File: src/rtl/button_evt_pkg.sv
// Shared types and default timing for the button event path.
// Event records, repeat-timer states and 25 MHz auto-repeat constants.
package button_evt_pkg;

    localparam int unsigned BTN_ID_W              = 3;
    localparam int unsigned BTN_HOLD_CYCLES_25M   = 12_500_000;
    localparam int unsigned BTN_REPEAT_CYCLES_25M = 2_500_000;

    typedef struct packed {
        logic [BTN_ID_W-1:0] id;
        logic                rpt;
    } btn_evt_t;

    typedef enum logic [1:0] {
        StIdle,
        StHold,
        StRpt
    } rpt_state_t;

endpackage

File: src/rtl/button_repeat_timer.sv
// Per-button auto-repeat timer: first tick HOLD_CYCLES after the level rises,
// then one tick every REPEAT_CYCLES while the level stays high.
module button_repeat_timer
    import button_evt_pkg::*;
#(
    parameter int unsigned HOLD_CYCLES   = BTN_HOLD_CYCLES_25M,
    parameter int unsigned REPEAT_CYCLES = BTN_REPEAT_CYCLES_25M
) (
    input  logic clk,
    input  logic rst,
    input  logic level,
    output logic tick
);

    localparam int unsigned MaxCyc = (HOLD_CYCLES > REPEAT_CYCLES) ? HOLD_CYCLES : REPEAT_CYCLES;
    localparam int unsigned CntW   = (MaxCyc > 1) ? $clog2(MaxCyc) : 1;

    rpt_state_t      state_q, state_d;
    logic [CntW-1:0] cnt_q, cnt_d;

    always_comb begin
        state_d = state_q;
        cnt_d   = cnt_q;
        tick    = 1'b0;
        unique case (state_q)
            StIdle: begin
                cnt_d = '0;
                if (level) state_d = StHold;
            end
            StHold: begin
                if (!level) begin
                    state_d = StIdle;
                    cnt_d   = '0;
                end else if (cnt_q == CntW'(HOLD_CYCLES - 1)) begin
                    tick    = 1'b1;
                    cnt_d   = '0;
                    state_d = StRpt;
                end else begin
                    cnt_d = cnt_q + 1'b1;
                end
            end
            StRpt: begin
                if (!level) begin
                    state_d = StIdle;
                    cnt_d   = '0;
                end else if (cnt_q == CntW'(REPEAT_CYCLES - 1)) begin
                    tick  = 1'b1;
                    cnt_d = '0;
                end else begin
                    cnt_d = cnt_q + 1'b1;
                end
            end
            default: begin
                state_d = StIdle;
                cnt_d   = '0;
            end
        endcase
    end

    always_ff @(posedge clk) begin
        if (rst) begin
            state_q <= StIdle;
            cnt_q   <= '0;
        end else begin
            state_q <= state_d;
            cnt_q   <= cnt_d;
        end
    end

endmodule

File: src/rtl/button_event_arbiter.sv
// Merges button presses and auto-repeat ticks into one registered event channel
// with round-robin arbitration and sticky per-button lost-event flags.
module button_event_arbiter
    import button_evt_pkg::*;
#(
    parameter int unsigned      N_BTN         = 4,
    parameter int unsigned      HOLD_CYCLES   = BTN_HOLD_CYCLES_25M,
    parameter int unsigned      REPEAT_CYCLES = BTN_REPEAT_CYCLES_25M,
    parameter logic [N_BTN-1:0] REPEAT_MASK   = {N_BTN{1'b1}}
) (
    input  logic                     clk,
    input  logic                     rst,
    input  logic [N_BTN-1:0]         btn_pulse,
    input  logic [N_BTN-1:0]         btn_level,
    output logic                     evt_valid,
    output logic [$clog2(N_BTN)-1:0] evt_id,
    output logic                     evt_repeat,
    input  logic                     evt_ready,
    output logic [N_BTN-1:0]         ovf_flags,
    input  logic [N_BTN-1:0]         ovf_clr
);

    localparam int unsigned IdW = $clog2(N_BTN);

    logic [N_BTN-1:0] tick, new_evt, gnt_oh;
    logic [N_BTN-1:0] pend_q, pend_d, pend_rpt_q, pend_rpt_d, ovf_q, ovf_d;
    logic [IdW-1:0]   rr_ptr_q, rr_ptr_d, gnt_idx, cand;
    logic             gnt_valid, slot_free;
    logic             evt_valid_q, evt_valid_d, evt_repeat_q, evt_repeat_d;
    logic [IdW-1:0]   evt_id_q, evt_id_d;

    for (genvar i = 0; i < N_BTN; i++) begin : g_timer
        if (REPEAT_MASK[i]) begin : g_on
            button_repeat_timer #(
                .HOLD_CYCLES  (HOLD_CYCLES),
                .REPEAT_CYCLES(REPEAT_CYCLES)
            ) u_timer (
                .clk  (clk),
                .rst  (rst),
                .level(btn_level[i]),
                .tick (tick[i])
            );
        end else begin : g_off
            assign tick[i] = 1'b0;
        end
    end

    // Round-robin search starting at rr_ptr_q.
    always_comb begin
        slot_free = ~evt_valid_q | evt_ready;
        gnt_valid = 1'b0;
        gnt_idx   = '0;
        cand      = '0;
        for (int unsigned k = 0; k < N_BTN; k++) begin
            cand = IdW'((32'(rr_ptr_q) + k) % N_BTN);
            if (!gnt_valid && pend_q[cand]) begin
                gnt_valid = 1'b1;
                gnt_idx   = cand;
            end
        end
        gnt_valid = gnt_valid & slot_free;
        gnt_oh    = '0;
        if (gnt_valid) gnt_oh[gnt_idx] = 1'b1;
    end

    // A new event always wins over a same-cycle grant; a pulse outranks a tick.
    always_comb begin
        new_evt    = btn_pulse | tick;
        pend_d     = new_evt | (pend_q & ~gnt_oh);
        pend_rpt_d = (new_evt & ~btn_pulse) | (~new_evt & pend_rpt_q);
        ovf_d      = (new_evt & pend_q & ~gnt_oh) | (ovf_q & ~ovf_clr);
    end

    always_comb begin
        evt_valid_d  = evt_valid_q;
        evt_id_d     = evt_id_q;
        evt_repeat_d = evt_repeat_q;
        rr_ptr_d     = rr_ptr_q;
        if (gnt_valid) begin
            evt_valid_d  = 1'b1;
            evt_id_d     = gnt_idx;
            evt_repeat_d = pend_rpt_q[gnt_idx];
            rr_ptr_d     = (gnt_idx == IdW'(N_BTN - 1)) ? '0 : gnt_idx + 1'b1;
        end else if (evt_ready) begin
            evt_valid_d = 1'b0;
        end
    end

    always_ff @(posedge clk) begin
        if (rst) begin
            pend_q       <= '0;
            pend_rpt_q   <= '0;
            ovf_q        <= '0;
            rr_ptr_q     <= '0;
            evt_valid_q  <= 1'b0;
            evt_id_q     <= '0;
            evt_repeat_q <= 1'b0;
        end else begin
            pend_q       <= pend_d;
            pend_rpt_q   <= pend_rpt_d;
            ovf_q        <= ovf_d;
            rr_ptr_q     <= rr_ptr_d;
            evt_valid_q  <= evt_valid_d;
            evt_id_q     <= evt_id_d;
            evt_repeat_q <= evt_repeat_d;
        end
    end

    assign evt_valid  = evt_valid_q;
    assign evt_id     = evt_id_q;
    assign evt_repeat = evt_repeat_q;
    assign ovf_flags  = ovf_q;

endmodule

File: config.mk
export PLATFORM = sky130hd
export DESIGN_NAME = button_event_arbiter
export DESIGN_NICKNAME = d
export VERILOG_FILES = /design/src/rtl/button_evt_pkg.sv /design/src/rtl/button_repeat_timer.sv /design/src/rtl/button_event_arbiter.sv
export SDC_FILE = /design/constraint.sdc
export NUM_CORES = 1
export LEC_CHECK = 0
export CAP_MARGIN = 40
export CORE_ASPECT_RATIO = 0.8
export CORE_MARGIN = 1.5
export CORE_UTILIZATION = 50
export CTS_CLUSTER_SIZE = 24
export DETAILED_ROUTE_END_ITERATION = 7
export PLACE_DENSITY_LB_ADDON = 0.12
export SLEW_MARGIN = 30
export SYNTH_ARGS = -nofsm -noshare
export SYNTH_HDL_FRONTEND = slang
export SYNTH_SLANG_ARGS = --single-unit
File: constraint.sdc
create_clock -name clk -period 2.13 [get_ports clk]
set_input_delay 0.639 -clock clk [delete_from_list [all_inputs] [get_ports clk]]
set_output_delay 0.639 -clock clk [all_outputs]
set_load 0.1 [all_outputs]
==> flow_summary.toml <==
[cells_and_area]
post-route-util_pct = 62.5
drive_gt1_share_pct = 11.4
nets = 784
fillers = 1013
seq_area_sq_um = 2440
multi_input_area_sq_um = 3270
area_growth_pct = 22.2
antenna_cells = 0
fin_area_sq_um = 7170

[floorplanning]
std_cell_rows = 35
ios = 23
initial_utilization_pct = 51.1
coreArea_sq_um = 11500
die-area_sq_um = 12400
die_y_um = 99.9
dieWidth_um = 124

[drt]
wl_um = 12500
drt_iter0_drc = 204
dr.pass1.iters = 4
postRouteAntennaNets = 0
viasPerCell = 5.35
drc = 0
avgRoutedWirePerCell_um = 13.8
vias = 4864

[setup_path]
critical_path_class = "flop to flop"
required_ns = 2.42
crit_arrival_ns = 2.39
r2r_end = "g_timer[1].g_on.u_timer.cnt_q[19]"
critPathCaptureType = "flop"
rr_startpoint = "g_timer[1].g_on.u_timer.cnt_q[15]"
rr_worst_depth = 6
start_kind = "flop"
critPathMaxFanout = 24
worst-r2r-setup-slack_ns = 0.03

[placement]
io_buffers = 22
placed_cell_area_sq_um = 6550
gp_congestion = 0.861
hpwlAfterDp_um = 8590

[grt]
grt.total_usage_pct = 21.5
grt_pass1_wl_um = 21100
antenna_found_initial = 0
grt_max_degree = 25
grt_pass1_vias = 4568
overflow = 0

[cts]
path_clk_slew_ns = 0.05
numCtsBuffers = 17
post_cts_buffers = 0
ctsLongestPathBuffers = 2
clk_latency_ns = 0.41
root_buffer = "clkbuf_16"
cts_tree = "built"
clock-sinks = 122
h-tree-depth = 4
cts_hold_buf = 0
ctsResizeCount = 0

[sta]
period_minus_slack_ns = 2.10
slew-limit-headroom_pct = 53.9
clock_skew_ns = 0.00907
setup_viol = 0
rsz0062_at_grt = "yes"
worst_pin_slew_ns = 0.682
hold_viol_final = 0
drv_slew = 0
clock.fmax_mhz = 476
post-route-period-util_pct = 98.6
hold_ws_ns = 0.457

[yosys]
ys_async_sr_fraction_pct = 0
netlist_top_cells_count = "nor2_1 (128), dfxtp_1 (122), nand2_1 (58), xor2_1 (53), nand3_1 (39)"
synth_top_area_share_pct = 41.6
synth_ff_type = "dfxtp_1"
seq_area_frac_synth_pct = 41.6
synth_area_leader_cell = "dfxtp_1"
synth_edf_count = 0
yosysWarnings = 0
syn-num-nets = 724
synth_area_sq_um = 5870
synth_area_leaders = "dfxtp_1 (42%), nor2_1 (8.2%), xor2_1 (7.9%)"
synth-seq-cells = 122
synthMostInstantiatedCell = "nor2_1"
synthCells = 689
ys_types = 59
syn_avg_cell_area_sq_um = 8.52

[hold_path]
min_path_cells = 2
hold_path_class = "flop to flop"

[pwr]
power.density_nw_per_um2 = 778
peakVddDrop_mv = 0.687
leakage_nw = 2.40

[outcome]
status = "finished clean"

[flow_run]
maxCapViolations = 0
## critical path: stages (launching register included)
cell and delay, ns:
dfxtp_1 0.33, or4_4 0.52, or4_1 0.47, o211a_1 0.25, a31oi_4 0.17, buf_12 0.18
nor2_1 0.06
## stage by stage
stage | setup WS [ns] | setup TNS [ns] | std cells | power [mW]
2_1_floorplan | 0.0740 | 0 | 689 | 2.65
3_3_place_gp | 0.0315 | 0 | 877 | 2.79
3_5_place_dp | -0.00399 | -0.00399 | 877 | 2.80
4_1_cts | 0.00570 | 0 | 909 | 5.63
5_1_grt | -0.0417 | -0.592 | 910 | 5.80
6_report | 0.0298 | 0 | 910 | 5.58
## final cells by class
class / instances / share of cell area, %
multi-input cells: 525 / 45.6
inverters: 28 / 1.47
well taps: 148 / 2.58
clock buffers: 18 / 6.12
clock inverters: 14 / 2.08
repair buffers: 55 / 8.11
flip-flops and latches: 122 / 34.1
## where the power goes
| part | switching [mW] | internal [mW] |
|---|---|---|
| clock | 1.07 | 1.75 |
| combinational | 0.229 | 0.168 |
| sequential | 0.0437 | 2.32 |
| total | 1.34 | 4.24 |
## per-layer routing
metal  global-route usage, %  wire length, um  vias to the layer above
li1                        -                -                     2524
met1                    28.0             6100                     2263
met2                    33.9             5850                       67
met3                    6.48              449                       10
met4                    7.69              122                        0
met5                       0                0                        -
## state kept, by name, summed over array words and instances, names as in the netlist, named ones only
register                      flops
g_timer.g_on.u_timer.cnt_q       96
g_timer.g_on.u_timer.state_q      8
ovf_flags                         4
pend_q                            4
evt_id                            2
rr_ptr_q                          2
evt_repeat                        1
evt_valid                         1
## cell usage in the layout, fill, tap and decap left out, types with 11 or more instances in the layout
cell type        netlist  routed
buf_4                  0      29
inv_1                 28      28
a21oi_1               15      15
dfxtp_1              122     121
clkbuf_16              0      17
nand4_1               27      27
ha_1                  20      20
xnor2_1               35      35
buf_12                 0      11
nand3_1               39      39
nor3_1                26      26
nor4_1                13      13
nand2_1               58      58
nor2_1               128     128
xor2_1                53      53
clkdlybuf4s50_1        0      14
## how the worst max path moves through the flow
stage                                      startpoint                                end  depth (start not counted)
floorplan           g_timer[1].g_on.u_timer.cnt_q[19]  g_timer[1].g_on.u_timer.cnt_q[10]                          6
global placement                                  rst   g_timer[0].g_on.u_timer.cnt_q[8]                          5
detailed placement                                rst   g_timer[0].g_on.u_timer.cnt_q[3]                          5
CTS                 g_timer[1].g_on.u_timer.cnt_q[23]  g_timer[1].g_on.u_timer.cnt_q[19]                          6
global route        g_timer[1].g_on.u_timer.cnt_q[15]  g_timer[1].g_on.u_timer.cnt_q[19]                          6
finish              g_timer[1].g_on.u_timer.cnt_q[15]  g_timer[1].g_on.u_timer.cnt_q[19]                          6
## cell families after synthesis
| group | Yosys count | share of synthesized area [%] |
|---|---|---|
| muxes | 5 | 0.853 |
| and+or+nand+nor | 351 | 29.8 |
| adders and majority gates | 20 | 4.26 |
| buffers and inverters | 42 | 3.20 |
| xor gates and xnor gates | 88 | 13.1 |
| AOI/OAI and AO/OA | 61 | 7.14 |
| DFF | 122 | 41.6 |
Note: power is estimated with default switching activity, not from simulation.
